===== src/rtl/cia_6526_pkg.sv =====
// Shared definitions for the 6526 CIA: register map, ICR and control-register bit positions, TOD helpers.
// Latency: none; constants, types and pure functions only.
// Backpressure: none.
package cia_6526_pkg;

    // Register map
    localparam logic [3:0] REG_PRA     = 4'h0;
    localparam logic [3:0] REG_PRB     = 4'h1;
    localparam logic [3:0] REG_DDRA    = 4'h2;
    localparam logic [3:0] REG_DDRB    = 4'h3;
    localparam logic [3:0] REG_TALO    = 4'h4;
    localparam logic [3:0] REG_TAHI    = 4'h5;
    localparam logic [3:0] REG_TBLO    = 4'h6;
    localparam logic [3:0] REG_TBHI    = 4'h7;
    localparam logic [3:0] REG_TOD10   = 4'h8;
    localparam logic [3:0] REG_TODSEC  = 4'h9;
    localparam logic [3:0] REG_TODMIN  = 4'hA;
    localparam logic [3:0] REG_TODHR   = 4'hB;
    localparam logic [3:0] REG_SDR     = 4'hC;
    localparam logic [3:0] REG_ICR     = 4'hD;
    localparam logic [3:0] REG_CRA     = 4'hE;
    localparam logic [3:0] REG_CRB     = 4'hF;

    // ICR bit positions
    localparam int ICR_TA   = 0;
    localparam int ICR_TB   = 1;
    localparam int ICR_ALRM = 2;
    localparam int ICR_SP   = 3;
    localparam int ICR_FLG  = 4;
    localparam int ICR_IR   = 7;

    // CRA/CRB bit positions
    localparam int CR_START      = 0;
    localparam int CR_PBON       = 1;
    localparam int CR_OUTMODE    = 2;
    localparam int CR_RUNMODE    = 3;
    localparam int CR_LOAD       = 4;
    localparam int CRA_INMODE    = 5;
    localparam int CRA_TODIN     = 7;
    localparam int CRB_INMODE_LO = 5;
    localparam int CRB_INMODE_HI = 6;
    localparam int CRB_ALARM     = 7;

    typedef enum logic [1:0] {
        TB_SRC_CLK    = 2'b00,
        TB_SRC_CNT    = 2'b01,
        TB_SRC_TA     = 2'b10,
        TB_SRC_TA_CNT = 2'b11
    } tb_src_e;

    // Time of day in BCD; hr bit7 is PM
    typedef struct packed {
        logic [7:0] hr;
        logic [7:0] min;
        logic [7:0] sec;
        logic [7:0] tenths;
    } tod_t;

    localparam tod_t TOD_RESET = '{hr: 8'h01, min: 8'h00, sec: 8'h00, tenths: 8'h00};

    // BCD increment with wrap 59 -> 00
    function automatic logic [7:0] bcd60_inc(input logic [7:0] v);
        logic [7:0] r;
        if (v[3:0] == 4'd9) begin
            if (v[7:4] == 4'd5) r = 8'h00;
            else                r = {v[7:4] + 4'd1, 4'd0};
        end else begin
            r = {v[7:4], v[3:0] + 4'd1};
        end
        return r;
    endfunction

    // 12-hour BCD increment: 11 -> 12 flips AM/PM, 12 -> 01
    function automatic logic [7:0] hr_inc(input logic [7:0] v);
        logic [7:0] r;
        logic [4:0] h;
        h = v[4:0];
        if (h == 5'h11)           r = {~v[7], 7'h12};
        else if (h == 5'h12)      r = {v[7], 7'h01};
        else if (h[3:0] == 4'd9)  r = {v[7], 7'h10};
        else                      r = {v[7], 2'b00, h + 5'd1};
        return r;
    endfunction

endpackage


===== src/rtl/cia_timer.sv =====
// Interval timer (TA or TB): 16-bit down counter with reload latch, control register and PB output bit.
// Latency: writes and count ticks act at the next clk edge; uf is combinational in the counting cycle.
// Backpressure: none; every write strobe and tick is consumed in the cycle it is presented.
module cia_timer
    import cia_6526_pkg::*;
(
    input  logic        clk,
    input  logic        reset,
    input  logic        wr_lo,
    input  logic        wr_hi,
    input  logic        wr_cr,
    input  logic [7:0]  wr_dat,
    input  logic        tick,
    output logic [15:0] cnt,
    output logic [7:0]  cr,
    output logic        uf,
    output logic        pb_bit
);

    logic [15:0] latch_q, latch_d;
    logic [15:0] cnt_q, cnt_d;
    logic [7:0]  cr_q, cr_d;
    logic        tgl_q, tgl_d;
    logic        pulse_q, pulse_d;
    logic        count_evt;
    logic        force_ld;

    assign force_ld  = wr_cr & wr_dat[CR_LOAD];
    assign count_evt = cr_q[CR_START] & tick;
    // A force load in the same cycle wins over the count, so no underflow is reported then
    assign uf        = count_evt & (cnt_q == 16'h0000) & ~force_ld;

    assign cnt    = cnt_q;
    assign cr     = cr_q;
    assign pb_bit = cr_q[CR_OUTMODE] ? tgl_q : pulse_q;

    // Next-state for latch, counter, control register and PB output state
    always_comb begin
        latch_d = latch_q;
        cnt_d   = cnt_q;
        cr_d    = cr_q;
        tgl_d   = tgl_q;
        pulse_d = uf;

        if (wr_lo) latch_d[7:0]  = wr_dat;
        if (wr_hi) latch_d[15:8] = wr_dat;

        if (force_ld)                         cnt_d = latch_q;
        else if (wr_hi && !cr_q[CR_START])    cnt_d = {wr_dat, latch_q[7:0]};
        else if (uf)                          cnt_d = latch_q;
        else if (count_evt)                   cnt_d = cnt_q - 16'd1;

        // Force-load is a strobe and is never stored
        if (wr_cr) begin
            cr_d          = wr_dat;
            cr_d[CR_LOAD] = 1'b0;
        end
        if (uf && cr_q[CR_RUNMODE]) cr_d[CR_START] = 1'b0;

        if (wr_cr && wr_dat[CR_START] && !cr_q[CR_START]) tgl_d = 1'b1;
        else if (uf)                                      tgl_d = ~tgl_q;
    end

    // State registers
    always_ff @(posedge clk) begin
        if (reset) begin
            latch_q <= 16'hFFFF;
            cnt_q   <= 16'hFFFF;
            cr_q    <= 8'h00;
            tgl_q   <= 1'b0;
            pulse_q <= 1'b0;
        end else begin
            latch_q <= latch_d;
            cnt_q   <= cnt_d;
            cr_q    <= cr_d;
            tgl_q   <= tgl_d;
            pulse_q <= pulse_d;
        end
    end

endmodule


===== src/rtl/cia_6526.sv =====
// 6526 CIA: parallel ports, two interval timers, BCD time-of-day clock with alarm, interrupt control.
// Latency: register writes land at the next clk edge; reads are combinational; irq_n lags the flags by one cycle.
// Backpressure: none; the bus is accepted every cycle cs_n is low.
module cia_6526
    import cia_6526_pkg::*;
(
    input  logic       clk,
    input  logic       reset,
    input  logic       cs_n,
    input  logic       rw,
    input  logic [3:0] rs,
    input  logic [7:0] db_in,
    output logic [7:0] db_out,
    input  logic [7:0] pa_in,
    input  logic [7:0] pb_in,
    output logic [7:0] pa_out,
    output logic [7:0] pb_out,
    output logic       irq_n,
    input  logic       flag_n,
    output logic       pc_n,
    input  logic       tod,
    input  logic       sp_in,
    input  logic       cnt_in,
    output logic       sp_out,
    output logic       cnt_out
);

    logic       wr_en, rd_en;
    logic [7:0] pra_q, pra_d, prb_q, prb_d, ddra_q, ddra_d, ddrb_q, ddrb_d, sdr_q, sdr_d;
    logic       pc_q, pc_d;
    logic       flag_prev_q, cnt_prev_q, tod_prev_q;
    logic       flag_fall, cnt_rise, tod_rise;
    logic [4:0] icr_flg_q, icr_flg_d, icr_msk_q, icr_msk_d, icr_evt;
    logic       irq_q, irq_d;
    tod_t       tod_q, tod_d, alm_q, alm_d, todl_q, todl_d, tod_rd;
    logic       todl_vld_q, todl_vld_d, tod_run_q, tod_run_d;
    logic [2:0] tod_div_q, tod_div_d;
    logic       tod_step, alm_match, alm_match_q, alarm_evt;
    logic [15:0] ta_cnt, tb_cnt;
    logic [7:0]  ta_cr, tb_cr;
    logic        ta_uf, tb_uf, ta_pb, tb_pb, ta_tick, tb_tick;
    logic        sp_unused;

    assign wr_en     = ~cs_n & rw;
    assign rd_en     = ~cs_n & ~rw;
    assign flag_fall = flag_prev_q & ~flag_n;
    assign cnt_rise  = cnt_in & ~cnt_prev_q;
    assign tod_rise  = tod & ~tod_prev_q;
    assign sp_unused = sp_in;
    assign sp_out    = 1'b1;
    assign cnt_out   = 1'b1;
    assign irq_n     = irq_q;
    assign pc_n      = pc_q;

    cia_timer u_ta (
        .clk    (clk),
        .reset  (reset),
        .wr_lo  (wr_en && rs == REG_TALO),
        .wr_hi  (wr_en && rs == REG_TAHI),
        .wr_cr  (wr_en && rs == REG_CRA),
        .wr_dat (db_in),
        .tick   (ta_tick),
        .cnt    (ta_cnt),
        .cr     (ta_cr),
        .uf     (ta_uf),
        .pb_bit (ta_pb)
    );

    cia_timer u_tb (
        .clk    (clk),
        .reset  (reset),
        .wr_lo  (wr_en && rs == REG_TBLO),
        .wr_hi  (wr_en && rs == REG_TBHI),
        .wr_cr  (wr_en && rs == REG_CRB),
        .wr_dat (db_in),
        .tick   (tb_tick),
        .cnt    (tb_cnt),
        .cr     (tb_cr),
        .uf     (tb_uf),
        .pb_bit (tb_pb)
    );

    // Timer count sources; TB can chain off TA's underflow in the same cycle
    always_comb begin
        ta_tick = ta_cr[CRA_INMODE] ? cnt_rise : 1'b1;
        case (tb_src_e'(tb_cr[CRB_INMODE_HI:CRB_INMODE_LO]))
            TB_SRC_CLK:    tb_tick = 1'b1;
            TB_SRC_CNT:    tb_tick = cnt_rise;
            TB_SRC_TA:     tb_tick = ta_uf;
            TB_SRC_TA_CNT: tb_tick = ta_uf & cnt_in;
            default:       tb_tick = 1'b0;
        endcase
    end

    // Port registers, data direction, serial data register and PC strobe
    always_comb begin
        pra_d  = pra_q;
        prb_d  = prb_q;
        ddra_d = ddra_q;
        ddrb_d = ddrb_q;
        sdr_d  = sdr_q;
        pc_d   = ~(~cs_n && rs == REG_PRB);
        if (wr_en) begin
            case (rs)
                REG_PRA:  pra_d  = db_in;
                REG_PRB:  prb_d  = db_in;
                REG_DDRA: ddra_d = db_in;
                REG_DDRB: ddrb_d = db_in;
                REG_SDR:  sdr_d  = db_in;
                default:  ;
            endcase
        end
        pa_out    = pra_q | ~ddra_q;
        pb_out    = prb_q | ~ddrb_q;
        if (ta_cr[CR_PBON]) pb_out[6] = ta_pb;
        if (tb_cr[CR_PBON]) pb_out[7] = tb_pb;
    end

    // Interrupt flags: read clears, but an event on the clearing edge survives
    always_comb begin
        icr_evt           = 5'h00;
        icr_evt[ICR_TA]   = ta_uf;
        icr_evt[ICR_TB]   = tb_uf;
        icr_evt[ICR_ALRM] = alarm_evt;
        icr_evt[ICR_FLG]  = flag_fall;
        icr_flg_d = ((rd_en && rs == REG_ICR) ? 5'h00 : icr_flg_q) | icr_evt;
        icr_msk_d = icr_msk_q;
        if (wr_en && rs == REG_ICR) begin
            icr_msk_d = db_in[ICR_IR] ? (icr_msk_q | db_in[4:0]) : (icr_msk_q & ~db_in[4:0]);
        end
        irq_d = ~|(icr_flg_q & icr_msk_q);
    end

    // Time of day: prescaled tenths tick, BCD rollover, set/stop, read latch and alarm match
    always_comb begin
        tod_d      = tod_q;
        alm_d      = alm_q;
        todl_d     = todl_q;
        todl_vld_d = todl_vld_q;
        tod_run_d  = tod_run_q;
        tod_div_d  = tod_div_q;
        tod_step   = 1'b0;

        if (tod_run_q && tod_rise) begin
            if (tod_div_q == (ta_cr[CRA_TODIN] ? 3'd4 : 3'd5)) begin
                tod_div_d = 3'd0;
                tod_step  = 1'b1;
            end else begin
                tod_div_d = tod_div_q + 3'd1;
            end
        end

        if (tod_step) begin
            if (tod_q.tenths == 8'h09) begin
                tod_d.tenths = 8'h00;
                tod_d.sec    = bcd60_inc(tod_q.sec);
                if (tod_q.sec == 8'h59) begin
                    tod_d.min = bcd60_inc(tod_q.min);
                    if (tod_q.min == 8'h59) tod_d.hr = hr_inc(tod_q.hr);
                end
            end else begin
                tod_d.tenths = tod_q.tenths + 8'h01;
            end
        end

        // Writing hours freezes the clock so a full time can be set; tenths restarts it
        if (wr_en) begin
            case (rs)
                REG_TOD10: begin
                    if (tb_cr[CRB_ALARM]) alm_d.tenths = {4'h0, db_in[3:0]};
                    else begin
                        tod_d.tenths = {4'h0, db_in[3:0]};
                        tod_run_d    = 1'b1;
                        tod_div_d    = 3'd0;
                    end
                end
                REG_TODSEC: begin
                    if (tb_cr[CRB_ALARM]) alm_d.sec = {1'b0, db_in[6:0]};
                    else                  tod_d.sec = {1'b0, db_in[6:0]};
                end
                REG_TODMIN: begin
                    if (tb_cr[CRB_ALARM]) alm_d.min = {1'b0, db_in[6:0]};
                    else                  tod_d.min = {1'b0, db_in[6:0]};
                end
                REG_TODHR: begin
                    if (tb_cr[CRB_ALARM]) alm_d.hr = {db_in[7], 2'b00, db_in[4:0]};
                    else begin
                        tod_d.hr  = {db_in[7], 2'b00, db_in[4:0]};
                        tod_run_d = 1'b0;
                    end
                end
                default: ;
            endcase
        end

        // Reading hours snapshots the whole time so a multi-byte read is coherent
        if (rd_en && rs == REG_TODHR && !todl_vld_q) begin
            todl_d     = tod_q;
            todl_vld_d = 1'b1;
        end
        if (rd_en && rs == REG_TOD10) todl_vld_d = 1'b0;

        tod_rd    = todl_vld_q ? todl_q : tod_q;
        alm_match = (tod_q == alm_q);
        alarm_evt = alm_match & ~alm_match_q & tod_run_q;
    end

    // Read data mux; the bus is idle-low so it can be wire-ORed
    always_comb begin
        db_out = 8'h00;
        if (rd_en) begin
            case (rs)
                REG_PRA:    db_out = pa_in;
                REG_PRB:    db_out = pb_in;
                REG_DDRA:   db_out = ddra_q;
                REG_DDRB:   db_out = ddrb_q;
                REG_TALO:   db_out = ta_cnt[7:0];
                REG_TAHI:   db_out = ta_cnt[15:8];
                REG_TBLO:   db_out = tb_cnt[7:0];
                REG_TBHI:   db_out = tb_cnt[15:8];
                REG_TOD10:  db_out = tod_rd.tenths;
                REG_TODSEC: db_out = tod_rd.sec;
                REG_TODMIN: db_out = tod_rd.min;
                REG_TODHR:  db_out = tod_rd.hr;
                REG_SDR:    db_out = sdr_q;
                REG_ICR:    db_out = {|(icr_flg_q & icr_msk_q), 2'b00, icr_flg_q};
                REG_CRA:    db_out = ta_cr;
                REG_CRB:    db_out = tb_cr;
                default:    db_out = 8'h00;
            endcase
        end
    end

    // State registers
    always_ff @(posedge clk) begin
        if (reset) begin
            pra_q       <= 8'h00;
            prb_q       <= 8'h00;
            ddra_q      <= 8'h00;
            ddrb_q      <= 8'h00;
            sdr_q       <= 8'h00;
            pc_q        <= 1'b1;
            flag_prev_q <= 1'b0;
            cnt_prev_q  <= 1'b0;
            tod_prev_q  <= 1'b0;
            icr_flg_q   <= 5'h00;
            icr_msk_q   <= 5'h00;
            irq_q       <= 1'b1;
            tod_q       <= TOD_RESET;
            alm_q       <= '0;
            todl_q      <= '0;
            todl_vld_q  <= 1'b0;
            tod_run_q   <= 1'b1;
            tod_div_q   <= 3'd0;
            alm_match_q <= 1'b0;
        end else begin
            pra_q       <= pra_d;
            prb_q       <= prb_d;
            ddra_q      <= ddra_d;
            ddrb_q      <= ddrb_d;
            sdr_q       <= sdr_d;
            pc_q        <= pc_d;
            flag_prev_q <= flag_n;
            cnt_prev_q  <= cnt_in;
            tod_prev_q  <= tod;
            icr_flg_q   <= icr_flg_d;
            icr_msk_q   <= icr_msk_d;
            irq_q       <= irq_d;
            tod_q       <= tod_d;
            alm_q       <= alm_d;
            todl_q      <= todl_d;
            todl_vld_q  <= todl_vld_d;
            tod_run_q   <= tod_run_d;
            tod_div_q   <= tod_div_d;
            alm_match_q <= alm_match;
        end
    end

endmodule


===== config.mk =====
export PLATFORM = sky130hd
export DESIGN_NAME = cia_6526
export DESIGN_NICKNAME = d
export VERILOG_FILES = /design/src/rtl/cia_6526_pkg.sv /design/src/rtl/cia_timer.sv /design/src/rtl/cia_6526.sv
export SDC_FILE = /design/constraint.sdc
export NUM_CORES = 1
export LEC_CHECK = 0
export CORE_ASPECT_RATIO = 0.7
export CORE_UTILIZATION = 40
export CTS_CLUSTER_SIZE = 10
export DETAILED_ROUTE_END_ITERATION = 10
export GPL_TIMING_DRIVEN = 0
export HOLD_SLACK_MARGIN = 0.15
export PLACE_DENSITY = 0.66
export SLEW_MARGIN = 0
export SYNTH_ARGS = -nofsm -noshare
export SYNTH_HDL_FRONTEND = slang
export SYNTH_SLANG_ARGS = --single-unit

===== constraint.sdc =====
create_clock -name clk -period 8 [get_ports clk]
set_clock_uncertainty 0.2 [all_clocks]
set_input_delay 1.6 -clock clk [delete_from_list [all_inputs] [get_ports clk]]
set_output_delay 1.6 -clock clk [all_outputs]
set_load 0.05 [all_outputs]

After elaboration in Yosys (flattened, before gate mapping)
Index checks and enable logic that the tools add are counted.
- word-level logic and storage cells: 223
- flip-flop bits (word level): 231
- output and inout bits: 28
- bits of input ports: 36
- add/subtract/negate cells: 9
- equal/unequal tests: 32
- reduce and logical (&&, ||, !) cells: 48
- bitwise operators: 37
- mux-type cells: 55
- operators with widths (kind ; number):
    16-bit two-way mux ; 9
    8-bit two-way mux ; 16
    8-bit one-hot mux with 16 select lines ; 1
    32-bit two-way mux ; 3
    4-bit == test, second input constant ; 11
    32-bit == test ; 1
    16-bit logical NOT ; 2
    16-bit by 1-bit subtractor with 16-bit output, second input constant ; 2
    4-bit by 3-bit == test with 1-bit output, second input constant ; 6
    24-bit two-way mux ; 1
    1-bit logical AND ; 21
    5-bit two-way mux ; 4
    4-bit by 1-bit adder with 4-bit output, second input constant ; 4
    1-bit bitwise AND ; 16
    8-bit by 7-bit == test with 1-bit output, second input constant ; 2
    8-bit inverter ; 2
    8-bit OR ; 2
    3-bit two-way mux ; 5
    1-bit two-way mux ; 14
    1-bit inverter ; 12
    3-bit AND reduction ; 4
    5-bit bitwise AND ; 2
    5-bit == test, second input constant ; 2
    5-bit OR ; 2
    other kinds (22) ; 37

Depth between registers and ports, before layout
- depth in word-level cells: 14
- gate-level depth with buffers: 10
- mapped depth without buffers: 8

Cells and area by module
From an unflattened synthesis, not the netlist that was laid out.
- cells, all modules: 1539
- area total of the unflattened synthesis: 12396.9 um^2
- modules (own cells, without submodules) (module ; seq. area each (um^2) ; cells an instance ; times used ; area an instance (um^2)):
    cia_6526 ; 2942.8 ; 1043 ; 1 ; 8155.3
    cia_timer ; 820.8 ; 248 ; 2 ; 2120.8

Worst setup path before layout
Ideal clock, no wire load.
- kind: input to output
- start: input port rs[1]
- end: output port db_out[1]
- buffers on the path: 3
- required time: 6.200 ns
- cell stages on the path: 6
- path slack: 2.244 ns
- data arrival time: 3.956 ns
- cells stage by stage: clkbuf_1 -> buf_2 -> nor4_1 -> clkbuf_1 -> a21oi_1 -> a21boi_0
- word-level cells in the longest chain between the ends: 3
- elaborated cells on any way between the ends: 18
- classes of those cells: eq/ne: 15; mux: 2; reduce/logical: 1
- RTL lines (element ; line ; text):
    from (decl) ; cia_6526.sv:11 ; input logic [3:0] rs,
    4-bit == test, or another cell as far along ; cia_6526.sv:212 ; case (rs)
    8-bit one-hot mux with 16 select lines * ; cia_6526.sv:212 ;
    8-bit two-way mux * ; cia_6526.sv:211 ; if (rd_en) begin
    to (decl) ; cia_6526.sv:13 ; output logic [7:0] db_out,
Mark *: on every way between the ends. The rest lies on a longest branch, timed or not.

Worst setup path in the final report
Ends and elaborated chain as after synthesis.

==> reports/qor.csv <==
metric,value,unit
hold_buf cts,0,
num ports,64,
post-route ant nets,0,
Root Buffer,clkbuf_16,
Die Y-Extent,148,um
post-synth top area share,0.376,
Synth area leader,dfxtp_1,
First DRT Iteration DRCs,1868,
gr ovfl total,0,
clock share of power,0.430,
Hold Path Class,flip-flop to flip-flop,
Synth area leaders,"dfxtp_1 38%, nand2_1 8.2%, a21oi_1 5.9%",
average wire per standard cell,26.9,um
die area,0.0312,mm^2
Syn. warnings,0,
Num CTS Buffers,26,
proportion of layout cells with a drive suffix above 1,0.0624,
Starting Density,0.407,
CP Launch Type,input pin,
fin cells,2047,
WHS Path Cells,2,
prevailing post-synth register cell,dfxtp_1,
Tot Pwr,2480,uW
Final Critical Period,7360,ps
Max Cap Viol,0,
NetSw,671,uW
static leakage,0.00475,uW
Area after DPL,0.0133,mm^2
dpl hpwl,41300,um
switch share,0.271,
Final GP Congestion,1.02,
Port Buf Inserts,54,
drt pass-1 iters,8,
largest net degree at the start of global routing,13,
critical path's largest stage delay,880,ps
GR Util All Layers,0.349,
r2r worst-path depth,7,
part of the cycle the worst path needs,0.920,
Util after Layout,0.465,
"FF+latch count, synth",229,
row cnt,53,
RSZ-0062 raised after global routing,no,
critical path cell sequence,"clkdlybuf4s50_1, clkbuf_1, buf_2, nor4_2, clkbuf_1, a21oi_1, a21boi_0, clkdlybuf4s50_1",
Final Slew Violations,0,
H-tree levels,1,
Post-synth ARST share,0,
first-pass GRT wire length,78700,um
Worst-Margin Slew,1220,ps
slowest CP cell,clkdlybuf4s50_1,
number of synthesized flops with an enable pin,0,
final setup fails,0,
initial antenna violation count,1,
failing checks,design-rule violations,
core area,0.0300,mm^2
Final Cell Area,0.0140,mm^2
pwr dens,178,mW/mm^2
Filler cells,3033,
final-stage net count,1676,
combinational share of power,0.098,
post-cts sizing count,0,
CTS tree,built,
outcome,finished with violations,
Crit path required time,6200,ps
Clock Tree Buf Depth,3,
Syn Area/Cell,7.86,um^2
vias post-DR,12800,
WL final,55100,um
total setup buffers inserted after CTS,0,
Syn Std Cell Area,0.0122,mm^2
vias per cell,6.23,
area delta synth->final,14.4,%
Hold Fails Final Rpt,0,
maximum clock frequency,0.136,GHz
worst skew pair latency,560,ps
Seq pwr share,0.473,
CP endpoint kind,primary output,
CP Class,input pin to primary output,
Mapped Cells,1551,
"Reg clk slew, reported paths",60,ps
CTS Sinks,229,
number of distinct library cells after synthesis,101,
sequential cell area fraction in the yosys report,0.376,
crit path DAT,5560,ps
vias in the first global route,11400,
post-placement cell count,2018,
worst-path fanout max,10,
Die W,211,um
Fin Setup TNS,0,ps
Max IR drop VDD,0.000142,V
# DRC,2,
relative slew slack,0.190,
internal power,1810,uW
cells by family after synthesis:
logic type	share of synthesized area
AO/OA/AOI/OAI	0.208
XOR/XNOR	0.0366
adder cells (fa/ha/maj)	0.00615
buffers and inverters	0.0491
flip-flops	0.376
multiplexers	0.0507
other	0.000307
AND/OR/NAND/NOR	0.274
sequential cells by signal, indices dropped and copies added, names as in the netlist, 3 cells and up, named ones only:
| register | flops |
|---|---|
| tod_q | 32 |
| todl_q | 32 |
| alm_q | 24 |
| u_ta.cnt | 16 |
| u_ta.latch_q | 16 |
| u_tb.cnt | 16 |
| u_tb.latch_q | 16 |
| ddra_q | 8 |
| ddrb_q | 8 |
| pra_q | 8 |
| prb_q | 8 |
| sdr_q | 8 |
| u_ta.cr | 7 |
| u_tb.cr | 7 |
| icr_flg_q | 4 |
| tod_div_q | 3 |
layout make-up:
type	count	area [um^2]	share of cell area
Clock buffer	28	679	0.0487
Timing Repair Buffer	54	541	0.0387
Antenna cell	1	2.50	0.000179
Multi-Input combinational cell	1183	7030	0.504
Sequential cell	229	4580	0.329
Tap cell	412	515	0.0370
Buffer	120	524	0.0376
Inverter	20	75.1	0.00538
metal layers:
metal / GRT usage / wire length (um) / up-vias
met5: 0.00940 / 0 / -
met4: 0.0830 / 1420 / 0
met3: 0.148 / 8560 / 92
met2: 0.460 / 20700 / 814
met1: 0.513 / 24400 / 6139
li1: - / - / 5706
power groups by stage:
stage,Clock [uW],Combinational (uW),Sequential [uW]
floorplan,0,124,1190
global placement,0,229,1190
detailed placement,0,229,1200
CTS,1060,230,1170
global route,1110,249,1170
finish,1060,242,1170
final timing paths:
check                   from   endpoint  slack (ps)
setup / recovery       rs[1]  db_out[1]         640
hold / removal      pra_q[7]   pra_q[7]         250
setup reg to reg  u_ta.cr[7]  tod_q[31]        4750
hold reg to reg     pra_q[7]   pra_q[7]         250
cells in the mapped netlist (19+ instances only):
cell type and n:
nor3_1 34, nand2_1 266, nand2b_1 25, nand4_1 19, nand3_1 86, dfxtp_1 229, nor2_1 117, clkbuf_1 85
inv_1 19, xnor2_1 25, a21oi_1 144, o21ai_0 60, xor2_1 26, mux2i_1 55
per-stage QoR:
step                hold WS, ps  setup slack (ps)
floorplan                   231              2240
global placement            238               500
detailed placement          243               479
CTS                         250               474
global route                270               639
finish                      251               641
cell usage in the layout, fill, tap and decap left out, types with 7 or more instances in the layout:
cell type / netlist / final
nand2_1: 266 / 266
dfxtp_1: 229 / 229
a21oi_1: 144 / 144
nor2_1: 117 / 117
clkbuf_1: 85 / 86
nand3_1: 86 / 86
o21ai_0: 60 / 60
mux2i_1: 55 / 55
clkdlybuf4s50_1: 0 / 54
nor3_1: 34 / 34
clkbuf_16: 0 / 27
xor2_1: 26 / 26
nand2b_1: 25 / 25
xnor2_1: 25 / 25
inv_1: 19 / 19
nand4_1: 19 / 19
buf_2: 18 / 18
nor2b_1: 18 / 18
a22oi_1: 18 / 18
a211oi_1: 18 / 18
o22ai_1: 16 / 16
o211ai_1: 16 / 16
o21ai_1: 15 / 15
nor4_1: 14 / 12
or3_1: 11 / 11
a221o_1: 10 / 10
a31oi_1: 9 / 9
buf_1: 8 / 8
and3_1: 8 / 8
and2_1: 7 / 7
nor3b_1: 7 / 7
a31o_1: 7 / 7
worst max-delay path, delay by kind of cell:
family | cells | cell delay (ps)
simple gates | 1 | 860
compound gates | 2 | 520
buf+inv | 5 | 2570
(Power assumes the default switching activity.)
